## src/rtl/alu16_result_fifo.sv

```systemverilog
// Result FIFO behind a 16-bit ALU: buffers {op, y, v, c, z} with no input backpressure.
// Overflowing pushes are dropped and recorded in ovf_sticky. Head entry is registered.
// Optional per-flag event counters are enabled by defining ALU16_FLAG_CNT_EN.
module alu16_result_fifo #(
    parameter int unsigned DEPTH = 4
) (
    input  logic                       clk,
    input  logic                       rst_n,
    input  logic                       in_valid,
    input  logic [3:0]                 in_op,
    input  logic [15:0]                in_y,
    input  logic                       in_z,
    input  logic                       in_c,
    input  logic                       in_v,
    output logic                       out_valid,
    input  logic                       out_ready,
    output logic [3:0]                 out_op,
    output logic [15:0]                out_y,
    output logic [2:0]                 out_flags,
    output logic [$clog2(DEPTH):0]     count,
    output logic                       ovf_sticky,
    input  logic                       clr_ovf
`ifdef ALU16_FLAG_CNT_EN
    ,
    input  logic                       clr_cnt,
    output logic [15:0]                cnt_z,
    output logic [15:0]                cnt_c,
    output logic [15:0]                cnt_v
`endif
);

    localparam int unsigned AW = $clog2(DEPTH);
    localparam int unsigned CW = AW + 1;
    localparam logic [CW-1:0] Full = CW'(DEPTH);
    localparam logic [CW-1:0] One  = CW'(1);

    logic [3:0]    mem_op    [DEPTH];
    logic [15:0]   mem_y     [DEPTH];
    logic [2:0]    mem_flags [DEPTH];

    logic [AW-1:0] rd_ptr_q, wr_ptr_q, rd_next;
    logic [CW-1:0] count_q, count_d;
    logic          ovf_q, ovf_d;
    logic [3:0]    head_op_q, head_op_d;
    logic [15:0]   head_y_q, head_y_d;
    logic [2:0]    head_flags_q, head_flags_d;
    logic [2:0]    in_flags;
    logic          pop, push, drop;

    assign in_flags = {in_v, in_c, in_z};
    assign rd_next  = rd_ptr_q + AW'(1);

    // Handshake decode, occupancy, sticky overflow and next head entry.
    always_comb begin
        pop          = (count_q != '0) && out_ready;
        push         = in_valid && ((count_q < Full) || pop);
        drop         = in_valid && !push;
        count_d      = count_q;
        ovf_d        = ovf_q;
        head_op_d    = head_op_q;
        head_y_d     = head_y_q;
        head_flags_d = head_flags_q;

        if (push && !pop) begin
            count_d = count_q + One;
        end else if (pop && !push) begin
            count_d = count_q - One;
        end

        // A drop wins over a same-cycle clear.
        if (drop) begin
            ovf_d = 1'b1;
        end else if (clr_ovf) begin
            ovf_d = 1'b0;
        end

        // Head only changes when a new entry becomes head; when draining to empty it holds.
        if (pop && (count_q > One)) begin
            head_op_d    = mem_op[rd_next];
            head_y_d     = mem_y[rd_next];
            head_flags_d = mem_flags[rd_next];
        end else if (push && ((count_q == '0) || (pop && (count_q == One)))) begin
            head_op_d    = in_op;
            head_y_d     = in_y;
            head_flags_d = in_flags;
        end
    end

    // Storage array; contents need no reset since count gates visibility.
    always_ff @(posedge clk) begin
        if (push) begin
            mem_op[wr_ptr_q]    <= in_op;
            mem_y[wr_ptr_q]     <= in_y;
            mem_flags[wr_ptr_q] <= in_flags;
        end
    end

    // Pointers, occupancy, sticky flag and registered head entry.
    always_ff @(posedge clk or negedge rst_n) begin
        if (!rst_n) begin
            rd_ptr_q     <= '0;
            wr_ptr_q     <= '0;
            count_q      <= '0;
            ovf_q        <= 1'b0;
            head_op_q    <= '0;
            head_y_q     <= '0;
            head_flags_q <= '0;
        end else begin
            if (push) begin
                wr_ptr_q <= wr_ptr_q + AW'(1);
            end
            if (pop) begin
                rd_ptr_q <= rd_next;
            end
            count_q      <= count_d;
            ovf_q        <= ovf_d;
            head_op_q    <= head_op_d;
            head_y_q     <= head_y_d;
            head_flags_q <= head_flags_d;
        end
    end

    assign out_valid  = (count_q != '0);
    assign out_op     = head_op_q;
    assign out_y      = head_y_q;
    assign out_flags  = head_flags_q;
    assign count      = count_q;
    assign ovf_sticky = ovf_q;

`ifdef ALU16_FLAG_CNT_EN
    logic [15:0] cnt_z_q, cnt_c_q, cnt_v_q;

    // Saturating per-flag counters over accepted pushes; clear beats increment.
    always_ff @(posedge clk or negedge rst_n) begin
        if (!rst_n) begin
            cnt_z_q <= '0;
            cnt_c_q <= '0;
            cnt_v_q <= '0;
        end else if (clr_cnt) begin
            cnt_z_q <= '0;
            cnt_c_q <= '0;
            cnt_v_q <= '0;
        end else if (push) begin
            if (in_z && (cnt_z_q != 16'hFFFF)) cnt_z_q <= cnt_z_q + 16'd1;
            if (in_c && (cnt_c_q != 16'hFFFF)) cnt_c_q <= cnt_c_q + 16'd1;
            if (in_v && (cnt_v_q != 16'hFFFF)) cnt_v_q <= cnt_v_q + 16'd1;
        end
    end

    assign cnt_z = cnt_z_q;
    assign cnt_c = cnt_c_q;
    assign cnt_v = cnt_v_q;
`endif

endmodule

```

## config.mk

```make
export PLATFORM = sky130hd
export DESIGN_NAME = alu16_result_fifo
export DESIGN_NICKNAME = d
export VERILOG_FILES = /design/src/rtl/alu16_result_fifo.sv
export SDC_FILE = /design/constraint.sdc
export NUM_CORES = 1
export LEC_CHECK = 0
export BUFFER_PORTS_ARGS = -buffer_cell sky130_fd_sc_hd__buf_2
export CAP_MARGIN = 20
export CORE_UTILIZATION = 52
export CTS_CLUSTER_SIZE = 10
export DETAILED_ROUTE_END_ITERATION = 10
export PLACE_DENSITY = 0.74
export SLEW_MARGIN = 5
export SYNTH_ARGS = -nofsm -noshare
export SYNTH_HDL_FRONTEND = slang
export SYNTH_SLANG_ARGS = --single-unit
```

## constraint.sdc

```tcl
create_clock -name clk -period 1.9 [get_ports clk]
set_clock_uncertainty 0.05 [all_clocks]
set_input_delay 0.19 -clock clk [delete_from_list [all_inputs] [get_ports clk]]
set_output_delay 0.19 -clock clk [all_outputs]
set_load 0.005 [all_outputs]
```

# Yosys cells after proc, flatten, opt, wreduce, memory -nomap -nowiden
# Memories as Yosys holds them, arrays and structs flattened.
# Index checks and enable logic that the tools add are counted.
# Widths: inputs -> output; s select.
dict set report totals {
  register_bits 31
  latch_bits 0
  ram_bits 92
  rom_bits 0
  input_bits 28
  out_inout_bits 28
  wordCells 46
  memories 3
}
dict set report op_classes {
  n_addsub 4
  mul 0
  div 0
  n_lt_le_gt_ge 2
  eq_ne 1
  shift 0
  mux 12
  n_bitwise 0
  n_reduce_logical 17
}
# name depth word_bits read_ports rd_clocked_by_memory_dff wr line
set memory_table {}
lappend memory_table {mem_y 4 16 1 0 1 38} ;# logic [15:0] mem_y [DEPTH];
lappend memory_table {mem_op 4 4 1 0 1 37} ;# logic [3:0] mem_op [DEPTH];
lappend memory_table {mem_flags 4 3 1 0 1 39} ;# logic [2:0] mem_flags [DEPTH];
# op count
set ops {}
lappend ops {{$mux 16} 2}
lappend ops {{$mux 3} 4}
lappend ops {{$logic_and 1x1->1} 8}
lappend ops {{$mux 4} 2}
lappend ops {{$reduce_bool 2->1} 3}
lappend ops {{$add 2x1->2 const B} 2}
lappend ops {{$mux 1} 4}
lappend ops {{$add 3x1->3 const B} 1}
lappend ops {{$eq 3x1->1 const B} 1}
lappend ops {{$gt 3x1->1 const B} 1}
lappend ops {{$logic_not 3->1} 1}
lappend ops {{$lt 3x3->1 const B} 1}
lappend ops {{$reduce_bool 3->1} 1}
lappend ops {{$sub 3x1->3 const B} 1}
lappend ops {{$logic_not 1->1} 2}
lappend ops {{$logic_or 1x1->1} 2}

# Depth between registers and ports, before layout
dict set report depth {
  word_depth 8
  depth_mapped 8
  mapped_depth_nobuf 8
}

# Worst setup path before layout
# No wires, ideal clock.
dict set report synth_timing {
  kind {register to register}
  from {reg count_q[0] (netlist: count[0])}
  to {reg head_flags_q[0] (netlist: out_flags[0])}
  setup_time_ns 0.125
  t_arrival_ns 1.788
  required_ns 1.725
  setup_slack_ns -0.062
  path_stages_with_launch 8
  n_path_buf 1
  synth_period_minus_slack_ns 1.962
  path_cell_list {dfrtp_1 > inv_1 > ha_1 > a21oi_2 > nor3b_4 > buf_6 > mux2_1 > mux2_2}
}
dict set report synth_between {
  elab_chain_len 6
  elab_cells_between_ends 14
  cone_classes {order compare: 2; eq/ne: 1; mux: 1; reduce/logical: 10}
}
# item line
set synth_rtl {}
lappend synth_rtl {{from (decl)} 42} ;# logic [CW-1:0] count_q, count_d;
lappend synth_rtl {{from (signal assigned)} 115} ;# count_q <= count_d;
lappend synth_rtl {{parallel branches: the longest is 6 deep, another holds $lt 3x3->1} -}
lappend synth_rtl {{to (signal assigned)} 119} ;# head_flags_q <= head_flags_d;
lappend synth_rtl {{to (decl)} 46} ;# logic [2:0] head_flags_q, head_flags_d;
# Parallel ways; which one is timed is not known.
# A chain may end at the register's enable or synchronous reset.

# Worst setup path in the final report
dict set report layout_timing {
  from {reg count_q[1] (netlist: count[1])}
  to {reg head_y_q[15] (netlist: out_y[15])}
}
dict set report layout_between {
  elab_chain_len 6
  elab_cells_between_ends 14
  cone_classes {order compare: 2; eq/ne: 1; mux: 1; reduce/logical: 10}
}
# item line
set layout_rtl {}
lappend layout_rtl {{parallel branches: the longest is 6 deep, another holds $lt 3x3->1} -}
lappend layout_rtl {{to (signal assigned)} 118} ;# head_y_q <= head_y_d;
lappend layout_rtl {{to (decl)} 45} ;# logic [15:0] head_y_q, head_y_d;
# Parallel ways; which one is timed is not known.

==> flow_summary.json <==
{
  "cp.arrival_ns": 2.36,
  "dpl-instance-area_um2": 5720,
  "synthCells": 243,
  "cts_tree": "done",
  "slew_headroom_pct": 66.5,
  "critPathMaxFanout": 6,
  "io_pins": 56,
  "synthArstFlopShare_pct": 25.2,
  "die_area_um2": 9990,
  "fp-row-count": 35,
  "h-tree-depth": 4,
  "antenna_left": 0,
  "synthDistinctLibCells": 27,
  "dieWidth_um": 100,
  "synth_top_flop_cell": "edfxtp_1",
  "antenna_cells": 0,
  "cts_buffer_depth": 2,
  "crit_top_cell": "mux2_4",
  "drv_cap": 0,
  "grt_max_degree": 24,
  "cts_buffers": 17,
  "clk_pin_slew_ns": 0.06,
  "synth_area_per_cell_um2": 20.5,
  "slew_violations": 0,
  "fp.coreArea_um2": 9280,
  "rsz0062_at_grt": "true",
  "ys_ff_latch": 123,
  "violations": "setup timing",
  "fin_ws_ns": -0.117,
  "drive_gt1_share_pct": 51.5,
  "final_hold_viol_count": 0,
  "rr_startpoint": "count[1]",
  "ir_drop_mv": 0.965,
  "grt_overflow_total": 0,
  "regToRegSetupSlack_ns": -0.12,
  "final_area_um2": 6820,
  "drc_errors": 0,
  "port_buffers": 55,
  "hold_class": "input pin to register",
  "cp_slowest_stage_delay_ns": 0.40,
  "max_freq_mhz": 496,
  "worstHoldStart": "out_ready",
  "finalWirelength_mm": 10.4,
  "netlist_area_um2": 4990,
  "setup_viol": 23,
  "grt_pass1_vias": 2825,
  "powerDensity_nw_per_um2": 1650,
  "hold_slack_ns": 0.0676,
  "power.total_w": 0.0112,
  "path_class": "register to register",
  "dp_hpwl_mm": 5.43,
  "synth_edf_count": 92,
  "drt-initial-drc-count": 169,
  "vias": 2673,
  "yosysWarnings": 0,
  "synth_top_area_cell": "edfxtp_1",
  "final_nets": 397,
  "first_pass_iters": 4,
  "critPathSlowestCell": "dfrtp_1",
  "area_growth_pct": 36.6,
  "initial_core_util_pct": 53.7,
  "seq_area_frac_synth_pct": 70.9,
  "startpoint": "count[1]",
  "fin_crit_ns": 2.02,
  "clk_latency_ns": 0.51,
  "yosys-top-cells-area": "edfxtp_1, dfrtp_1, mux4_2",
  "worstSetupEndpointType": "register",
  "status": "finished, violations left",
  "period_share_pct": 106,
  "cp_data_required_time_ns": 2.24,
  "gp_congestion": 0.690,
  "p_leak_nw": 2.71,
  "routed_via_density": 5.32,
  "clock_sinks": 123,
  "grt_pass1_wl_mm": 15.7,
  "synth_top_area_share_pct": 55.4,
  "grt_usage_pct": 22.9,
  "setup.worst_path.start_class": "register",
  "synth_fp_nets": 280,
  "dieHeight_um": 100,
  "worstMarginPinSlew_ns": 0.503,
  "wl_per_cell_um": 20.6,
  "worstPathCellList": "inv_2 > ha_4 > a21oi_4 > nor3b_4 > buf_6 > buf_12 > mux2_4 > mux2_4",
  "antenna_found_initial": 0,
  "cts_root_buffer": "clkbuf_8"
}
-- cell type report --
cell class,count,area [um^2]
Clock buffer,21,469
Fill cell,562,2470
Sequential cell,123,3540
Multi-Input combinational cell,103,1570
Clock inverter,11,141
Tap cell,129,161
Timing Repair Buffer,109,916
Inverter,6,22.5
-- power breakdown --
group	internal (W)	switching, W
Clock	0.00213	0.00113
Sequential	0.00362	0.000373
Combinational	0.00245	0.00153
-- state kept, by name (all words and copies together) (netlist names) --
name        flops
count           3
mem_flags      12
mem_op         16
mem_y          64
out_flags       3
out_op          4
out_y          16
ovf_sticky      1
rd_ptr_q        2
wr_ptr_q        2
-- path summary, 6_finish.rpt --
path	cells past startpoint	to
max	8	out_y[15]
min	3	rd_ptr_q[1]
max reg2reg	8	out_y[15]
min reg2reg	1	rd_ptr_q[0]
max in group asynchronous	3	out_y[8]
min in group asynchronous	2	out_flags[1]
-- per-layer routing --
metal  GRT usage, %  vias up  wire, um
li1               -     1193         -
met1           29.3     1380      4430
met2           36.1       83      5160
met3           7.17       17       558
met4           10.3        0       216
met5              0        -         0
-- Yosys cell counts, types with 2 or more instances --
| cell | n |
|---|---|
| edfxtp_1 | 92 |
| o21ai_0 | 2 |
| dfrtp_1 | 31 |
| buf_2 | 4 |
| mux2_2 | 26 |
| mux4_2 | 19 |
| ha_1 | 9 |
| mux4_1 | 4 |
| mux2_1 | 20 |
| xor2_1 | 2 |
| inv_1 | 6 |
| and2_1 | 4 |
| xnor2_1 | 4 |
| nand2_1 | 3 |
| buf_6 | 5 |
-- cell families after synthesis --
| group | share of synthesized area, % |
|---|---|
| muxes | 21.3 |
| DFF | 70.9 |
| AOI/OAI and AO/OA | 0.978 |
| buffers and inverters | 2.13 |
| xor gates and xnor gates | 1.05 |
| and+or+nand+nor | 1.40 |
| adders and majority gates | 2.26 |
-- per-stage QoR --
stage / TNS, ns / instances / util [%] / setup WS [ns]
floorplan: -1.00 / 243 / - / -0.0604
global placement: -0.223 / 436 / 61.6 / -0.0276
detailed placement: -1.07 / 436 / 61.6 / -0.0929
CTS: -1.03 / 501 / 73.4 / -0.0600
global route: -3.58 / 502 / 73.4 / -0.177
finish: -2.17 / 502 / 73.4 / -0.117
-- cells in the final DEF (no fill, tap or decap), drive strengths merged --
cell,Yosys,final
a32o,1,1
xor2,2,2
clkinvlp,0,3
and2,4,4
mux2,46,46
dlygate4sd3,0,27
a21boi,1,1
bufinv,0,3
buf,10,82
nor2,1,1
nand3,1,1
inv,6,6
ha,9,9
edfxtp,92,92
clkbuf,1,21
nor3b,1,1
xnor2,4,4
mux2i,1,1
mux4,23,23
a21oi,1,1
a211oi,1,1
o21ai,3,3
nand2,3,3
nand2b,1,1
dfrtp,31,31
clkinv,0,5
-- worst max-delay path: cells and delay by family, from the launching register on --
kind	cells	cell delay (ns)
AOI/OAI and AO/OA	1	0.05
adders and majority gates	1	0.16
buffers and inverters	3	0.45
DFF	1	0.40
muxes	2	0.56
and+or+nand+nor	1	0.23
-- repair_timing --
item,CTS,global route
cloned,3,0
hold buffers,27,0
gates resized for setup,31,0
setup buffers,3,1
hold endpoints to repair,110,0
setup endpoints to repair,23,24
pin swaps,2,0
(Power assumes the default switching activity.)
